==> src/rtl/pass_pkg.sv <==
// Shared key codes, blank patterns and FSM encoding for the password entry path.
package pass_pkg;

  localparam int unsigned NIBBLE_W = 4;
  localparam int unsigned PASS_W   = 16;
  localparam int unsigned CNT_W    = 3;

  localparam logic [NIBBLE_W-1:0] KEY_BKSP     = 4'hA;
  localparam logic [NIBBLE_W-1:0] KEY_ENTER    = 4'hB;
  localparam logic [NIBBLE_W-1:0] KEY_DIGIT_MAX = 4'h9;
  localparam logic [NIBBLE_W-1:0] BLANK_NIBBLE = 4'hF;
  localparam logic [PASS_W-1:0]   PASS_BLANK   = 16'hFFFF;
  localparam logic [CNT_W-1:0]    CNT_FULL     = 3'd4;

  typedef enum logic [1:0] {
    ST_IDLE  = 2'd0,
    ST_ENTRY = 2'd1,
    ST_FULL  = 2'd2
  } state_e;

  function automatic logic is_digit(input logic [NIBBLE_W-1:0] key);
    return key <= KEY_DIGIT_MAX;
  endfunction

  // State is a pure function of the digit count.
  function automatic state_e state_for_cnt(input logic [CNT_W-1:0] cnt);
    if (cnt == '0) begin
      return ST_IDLE;
    end else if (cnt >= CNT_FULL) begin
      return ST_FULL;
    end
    return ST_ENTRY;
  endfunction

endpackage

==> src/rtl/entry_timer.sv <==
// Idle counter for an unfinished entry; expire_c_o flags the final count while running.
module entry_timer
  import pass_pkg::*;
#(
  parameter int unsigned TIMEOUT_CYCLES = 500_000_000
) (
  input  logic clk,
  input  logic rst,
  input  logic clear_i,
  input  logic run_i,
  output logic expire_c_o
);

  localparam int unsigned CW = (TIMEOUT_CYCLES > 2) ? $clog2(TIMEOUT_CYCLES) : 1;
  localparam logic [CW-1:0] LAST = CW'(TIMEOUT_CYCLES - 1);

  logic [CW-1:0] count_q;
  logic [CW-1:0] count_d;

  assign expire_c_o = run_i && (count_q == LAST);

  // Expiry also restarts the count so it never wraps past LAST.
  always_comb begin
    count_d = count_q + CW'(1);
    if (clear_i || !run_i || expire_c_o) begin
      count_d = '0;
    end
  end

  always_ff @(posedge clk or posedge rst) begin
    if (rst) begin
      count_q <= '0;
    end else begin
      count_q <= count_d;
    end
  end

endmodule

==> src/rtl/key_entry_buf.sv <==
// Keypad password entry buffer: shifts BCD digits in, backspace/enter/clear handling.
// Optional idle auto-clear is built when ENTRY_TIMEOUT_EN is defined.
module key_entry_buf
  import pass_pkg::*;
#(
  parameter int unsigned TIMEOUT_CYCLES = 500_000_000,
  parameter int unsigned DIGITS         = 4
) (
  input  logic              clk,
  input  logic              rst,
  input  logic [3:0]        key_val,
  input  logic              key_en,
  input  logic              clear_req,
  output logic [PASS_W-1:0] passvalue,
  output logic [PASS_W-1:0] password,
  output logic              entry_done,
  output logic              entry_err,
  output logic [CNT_W-1:0]  digit_cnt,
  output logic              timeout
);

  if (DIGITS != 4) begin : g_bad_digits
    $error("key_entry_buf: only DIGITS == 4 is supported");
  end
  if (TIMEOUT_CYCLES < 2) begin : g_bad_timeout
    $error("key_entry_buf: TIMEOUT_CYCLES must be at least 2");
  end

  state_e            state_q, state_d;
  logic [PASS_W-1:0] pv_q, pv_d;
  logic [PASS_W-1:0] pw_q, pw_d;
  logic [CNT_W-1:0]  cnt_q, cnt_d;
  logic              done_q, done_d;
  logic              err_q, err_d;
  logic              tmo_q, tmo_d;
  logic              key_acc_c;
  logic              expire_c;

`ifdef ENTRY_TIMEOUT_EN
  entry_timer #(
    .TIMEOUT_CYCLES(TIMEOUT_CYCLES)
  ) u_entry_timer (
    .clk       (clk),
    .rst       (rst),
    .clear_i   (clear_req | key_acc_c),
    .run_i     (state_q != ST_IDLE),
    .expire_c_o(expire_c)
  );
`else
  assign expire_c = 1'b0;
`endif

  // Next-state: clear_req beats keys, an accepted key beats timer expiry.
  always_comb begin
    state_d   = state_q;
    pv_d      = pv_q;
    pw_d      = pw_q;
    cnt_d     = cnt_q;
    done_d    = 1'b0;
    err_d     = 1'b0;
    tmo_d     = 1'b0;
    key_acc_c = 1'b0;

    if (clear_req) begin
      pv_d    = PASS_BLANK;
      cnt_d   = '0;
      state_d = ST_IDLE;
    end else if (key_en) begin
      if (is_digit(key_val)) begin
        if (state_q != ST_FULL) begin
          pv_d      = {pv_q[PASS_W-NIBBLE_W-1:0], key_val};
          cnt_d     = cnt_q + CNT_W'(1);
          state_d   = state_for_cnt(cnt_d);
          key_acc_c = 1'b1;
        end
      end else if (key_val == KEY_BKSP) begin
        if (state_q != ST_IDLE) begin
          pv_d      = {BLANK_NIBBLE, pv_q[PASS_W-1:NIBBLE_W]};
          cnt_d     = cnt_q - CNT_W'(1);
          state_d   = state_for_cnt(cnt_d);
          key_acc_c = 1'b1;
        end
      end else if (key_val == KEY_ENTER) begin
        if (state_q == ST_FULL) begin
          pw_d      = pv_q;
          done_d    = 1'b1;
          pv_d      = PASS_BLANK;
          cnt_d     = '0;
          state_d   = ST_IDLE;
          key_acc_c = 1'b1;
        end else begin
          err_d = 1'b1;
        end
      end
    end

    if (!clear_req && !key_acc_c && expire_c) begin
      pv_d    = PASS_BLANK;
      cnt_d   = '0;
      state_d = ST_IDLE;
      tmo_d   = 1'b1;
    end
  end

  always_ff @(posedge clk or posedge rst) begin
    if (rst) begin
      state_q <= ST_IDLE;
      pv_q    <= PASS_BLANK;
      pw_q    <= '0;
      cnt_q   <= '0;
      done_q  <= 1'b0;
      err_q   <= 1'b0;
      tmo_q   <= 1'b0;
    end else begin
      state_q <= state_d;
      pv_q    <= pv_d;
      pw_q    <= pw_d;
      cnt_q   <= cnt_d;
      done_q  <= done_d;
      err_q   <= err_d;
      tmo_q   <= tmo_d;
    end
  end

  assign passvalue  = pv_q;
  assign password   = pw_q;
  assign digit_cnt  = cnt_q;
  assign entry_done = done_q;
  assign entry_err  = err_q;
  assign timeout    = tmo_q;

endmodule

==> config.mk <==
export PLATFORM = sky130hd
export DESIGN_NAME = key_entry_buf
export DESIGN_NICKNAME = d
export VERILOG_FILES = /design/src/rtl/pass_pkg.sv /design/src/rtl/entry_timer.sv /design/src/rtl/key_entry_buf.sv
export SDC_FILE = /design/constraint.sdc
export NUM_CORES = 1
export LEC_CHECK = 0
export CAP_MARGIN = 0
export CORE_MARGIN = 2
export CORE_UTILIZATION = 53
export DETAILED_ROUTE_END_ITERATION = 8
export PLACE_DENSITY = 0.85
export SETUP_SLACK_MARGIN = 0.5
export SYNTH_ARGS = -nofsm -noshare
export SYNTH_HDL_FRONTEND = slang
export SYNTH_SLANG_ARGS = --single-unit
==> constraint.sdc <==
create_clock -name clk -period 4.66 [get_ports clk]
set_clock_uncertainty 0.15 [all_clocks]
set_input_delay 1.398 -clock clk [delete_from_list [all_inputs] [get_ports clk]]
set_output_delay 1.398 -clock clk [all_outputs]
set_load 0.02 [all_outputs]
==> results.txt <==
----------------------------------------------------
[Clock network]
  Cts bufs inserted ... 5
  Maximum root-to-sink buffer count ... 2
  CTS Sinks ... 39
  Post-CTS setup buffers ... 0
  Clock-pin slew on the worst setup and hold paths ... 0.11 ns
  Hold bufs inserted after CTS ... 0
  Clock tree from TritonCTS ... built
  Clock network latency to the later pin of the worst-skew pair ... 0.36 ns
  Cells resized by post-CTS repair ... 0
  Clock tree root buffer cell ... sky130_fd_sc_hd__clkbuf_4
  CTS H-tree lvls ... 2

[Setup path]
  Reg-to-reg slack, setup ... 2.62 ns
  Worst Path Class, Setup ... in2reg
  Required time of the critical path ... 4.76 ns
  Launch point of the worst path ... key_val[1]
  Family with the most delay on the worst path ... simple AND/OR/NAND/NOR gates
  Critical Path Start Type ... primary input
  Cells traversed along the worst timing path ... clkdlybuf4s50_1 > nand2b_2 > or4b_4 > nor3_4 > buf_4 > mux2_2
  CP Data Arrival Time ... 3.69 ns
  Worst setup path end ... password[13]
  Sort of element at the end of the critical path ... flop
  Worst Reg2Reg Path Length in Cells ... 5
  Delay of the slowest cell on the worst path ... 0.62 ns
  Number of cells on the critical path ... 6
  Reg2reg end ... passvalue[9]
  Critical path buffer and inverter count ... 2
  Standard cell with the maximum stage delay on the critical path ... sky130_fd_sc_hd__clkdlybuf4s50_1
  Launch instance of the worst register-to-register path ... state_q[1]
  Worst-path fanout max ... 11

[Floorplan]
  Die area ... 4050 um2
  Ports ... 46
  Row count ... 21
  Core Area ... 3390 um2
  Overall die width ... 63.6 um
  Initial cell density of the core ... 0.556
  Die Span Y ... 63.6 um

[GRT]
  First-pass GRT wire length ... 6.71 mm
  Number of antenna violations at the first check in global routing ... 0
  Grt ovf ... 0
  Maximum number of pins on one net before global-route repair ... 40
  Total track usage ... 0.214
  Vias in the first global route ... 1372

[Placed design]
  Setup slack after placement ... 0.717 ns
  Weighted congestion at the end of routability-driven global placement ... 0.810
  Detailed placer's ending HPWL ... 2.75 mm
  Port buffer count ... 44

[Logic synthesis]
  Number of nets in the synthesized netlist ... 168
  Count of unique library cells instantiated by Yosys ... 32
  Number of flops mapped to enable cells by yosys ... 0
  Top flip-flop cell by instance count after synthesis ... sky130_fd_sc_hd__dfrtp_1
  Syn Area/Cell ... 12.1 um2
  Fraction of registers with async set or reset after synthesis ... 1.00
  Post-synth design cell area ... 1890 um2
  Main combinational cell family by area after synthesis ... multiplexers
  Multiplexer area fraction after synthesis ... 0.215
  Adder-cell share of the synthesized area ... 0.0265
  Sequential-to-total area share from yosys stat ... 0.528
  Number of synthesized register bits ... 39
  Synth warnings ... 0
  Simple-gate share of the synthesized area ... 0.0650
  Syn Inst Count ... 156
  Share of the synthesized area in compound gates (AO/OA/AOI/OAI) ... 0.0829
  XOR/XNOR Fraction of Synth Area ... 0.00464

[Pwr]
  Max rail drop VDD ... 0.313 mV
  Pwr/cell area ... 302 nW/um2
  Leakage power summed over all cells ... 0.00122 uW

[Routing]
  Total Wirelength ... 3.94 mm
  Via density ... 5.42
  Total iterations of the first detailed-routing run ... 4
  DR DRC count ... 0
  Antenna viol nets, final ... 0
  Total number of vias ... 1349
  DRC violation total after the first TritonRoute iteration ... 46
  Detailed-route wire length per cell ... 15.8 um

[Hold path]
  Class of the most critical hold timing path ... reg2reg
  WHS Path Cells ... 2

[Finish]
  Top library cells by usage in the layout, fill and taps aside ... 44 x sky130_fd_sc_hd__clkdlybuf4s50_1, 24 x sky130_fd_sc_hd__inv_1, 23 x sky130_fd_sc_hd__dfrtp_1, 18 x sky130_fd_sc_hd__mux2i_1, 16 x sky130_fd_sc_hd__dfstp_2
  Fraction of layout instances using a drive strength above 1 ... 0.246
  Commonest non-fill, non-tap cell in the layout ... sky130_fd_sc_hd__clkdlybuf4s50_1
  Syn-to-layout area delta ... 29.3%
  Sequential cell area ... 996 um2
  Total of fill cells in the finished design ... 235
  Multi-input combinational cell area ... 751 um2
  Antenna Diode Count ... 0
  NumNets Final ... 214

[Timing]
  Relative slew margins ... 0.604
  Least-Margin Pin Slew ... 0.594 ns
  Post-route worst setup slack ... 1.06 ns
  Max-slew violation count ... 0
  Total negative slack ... 0 ns
  Highest achievable clock rate ... 278 MHz
  Unrepaired setup endpoints after global routing ... false
  Final setup violation count ... 0
  Final number of hold-violating endpoints ... 0
  Minimum period implied by the final worst setup slack ... 3.60 ns
  Period utilization ... 0.772

[Flow run]
  Max Cap Viol ... 0

[Run status]
  Run status ... finished, final reports clean

----------------------------------------------------
worst min-delay path: stages, from the launching register on:
cell,delay [ns]
sky130_fd_sc_hd__dfstp_2,0.40
sky130_fd_sc_hd__inv_1,0.04
sky130_fd_sc_hd__mux2i_1,0.05
through the flow:
step / power, uW / util / hold slack [ns] / instances / instance area (um2)
after floorplan: 458 / - / 0.291 / 156 / 1890
after global placement: 508 / 0.695 / 0.318 / 241 / 2360
after detailed placement: 515 / 0.695 / 0.327 / 241 / 2360
after CTS: 741 / 0.719 / 0.344 / 249 / 2440
after global routing: 774 / 0.719 / 0.359 / 249 / 2440
final: 737 / 0.719 / 0.342 / 249 / 2440
layer usage:
layer	vias to the layer above	global-route usage	part of all wire
met3	2	0.0696	0.056
met2	45	0.357	0.50
met5	-	0	0
met1	676	0.268	0.44
li1	626	-	-
met4	0	0.0571	0.0058
worst min path at each step:
| stage | from | end |
|---|---|---|
| floorplan | state_q[1] | entry_err |
| global placement | passvalue[12] | passvalue[12] |
| detailed placement | passvalue[12] | passvalue[12] |
| CTS | passvalue[12] | passvalue[12] |
| global route | passvalue[15] | passvalue[15] |
| finish | passvalue[12] | passvalue[12] |
power breakdown:
part           total [uW]  leakage, uW  switching (uW)  internal (uW)
clock                 228    0.0000452             115            113
combinational         129     0.000687            68.0           61.3
sequential            380     0.000486            18.2            361
flip-flops by register name (all words and copies together) (netlist names):
register    cells
password       16
state_q         2
passvalue      16
entry_err       1
entry_done      1
digit_cnt       3
layout make-up:
cell class	instances	area share
clock inverter	3	0.0180
inverter	24	0.0369
sequential	39	0.408
timing repair buffer	47	0.190
tap	46	0.0236
clock buffer	5	0.0154
multi-input combinational	85	0.308
synth_stat cells (2+ instances only):
master                     count  share of area
sky130_fd_sc_hd__clkbuf_1      4         0.0080
sky130_fd_sc_hd__mux2i_1      18          0.096
sky130_fd_sc_hd__dfrtp_1      23           0.31
sky130_fd_sc_hd__buf_2         2         0.0053
sky130_fd_sc_hd__dfstp_2      16           0.22
sky130_fd_sc_hd__mux2_4        9          0.072
sky130_fd_sc_hd__nor2_1        4         0.0080
sky130_fd_sc_hd__nand3_1       4          0.011
sky130_fd_sc_hd__inv_1        24          0.048
sky130_fd_sc_hd__a21oi_1       4          0.011
sky130_fd_sc_hd__nand2_1       3         0.0060
sky130_fd_sc_hd__o21ai_0       5          0.013
sky130_fd_sc_hd__mux2_2        8          0.048
sky130_fd_sc_hd__ha_1          4          0.027
sky130_fd_sc_hd__o22ai_1      11          0.036
logic make-up after synthesis:
kind of cell | count (synthesis)
and+or+nand+nor | 19
AOI/OAI and AO/OA | 25
muxes | 35
adders and majority gates | 4
other | 1
buffers and inverters | 32
xor gates and xnor gates | 1
DFF | 39
(Power assumes the default switching activity.)
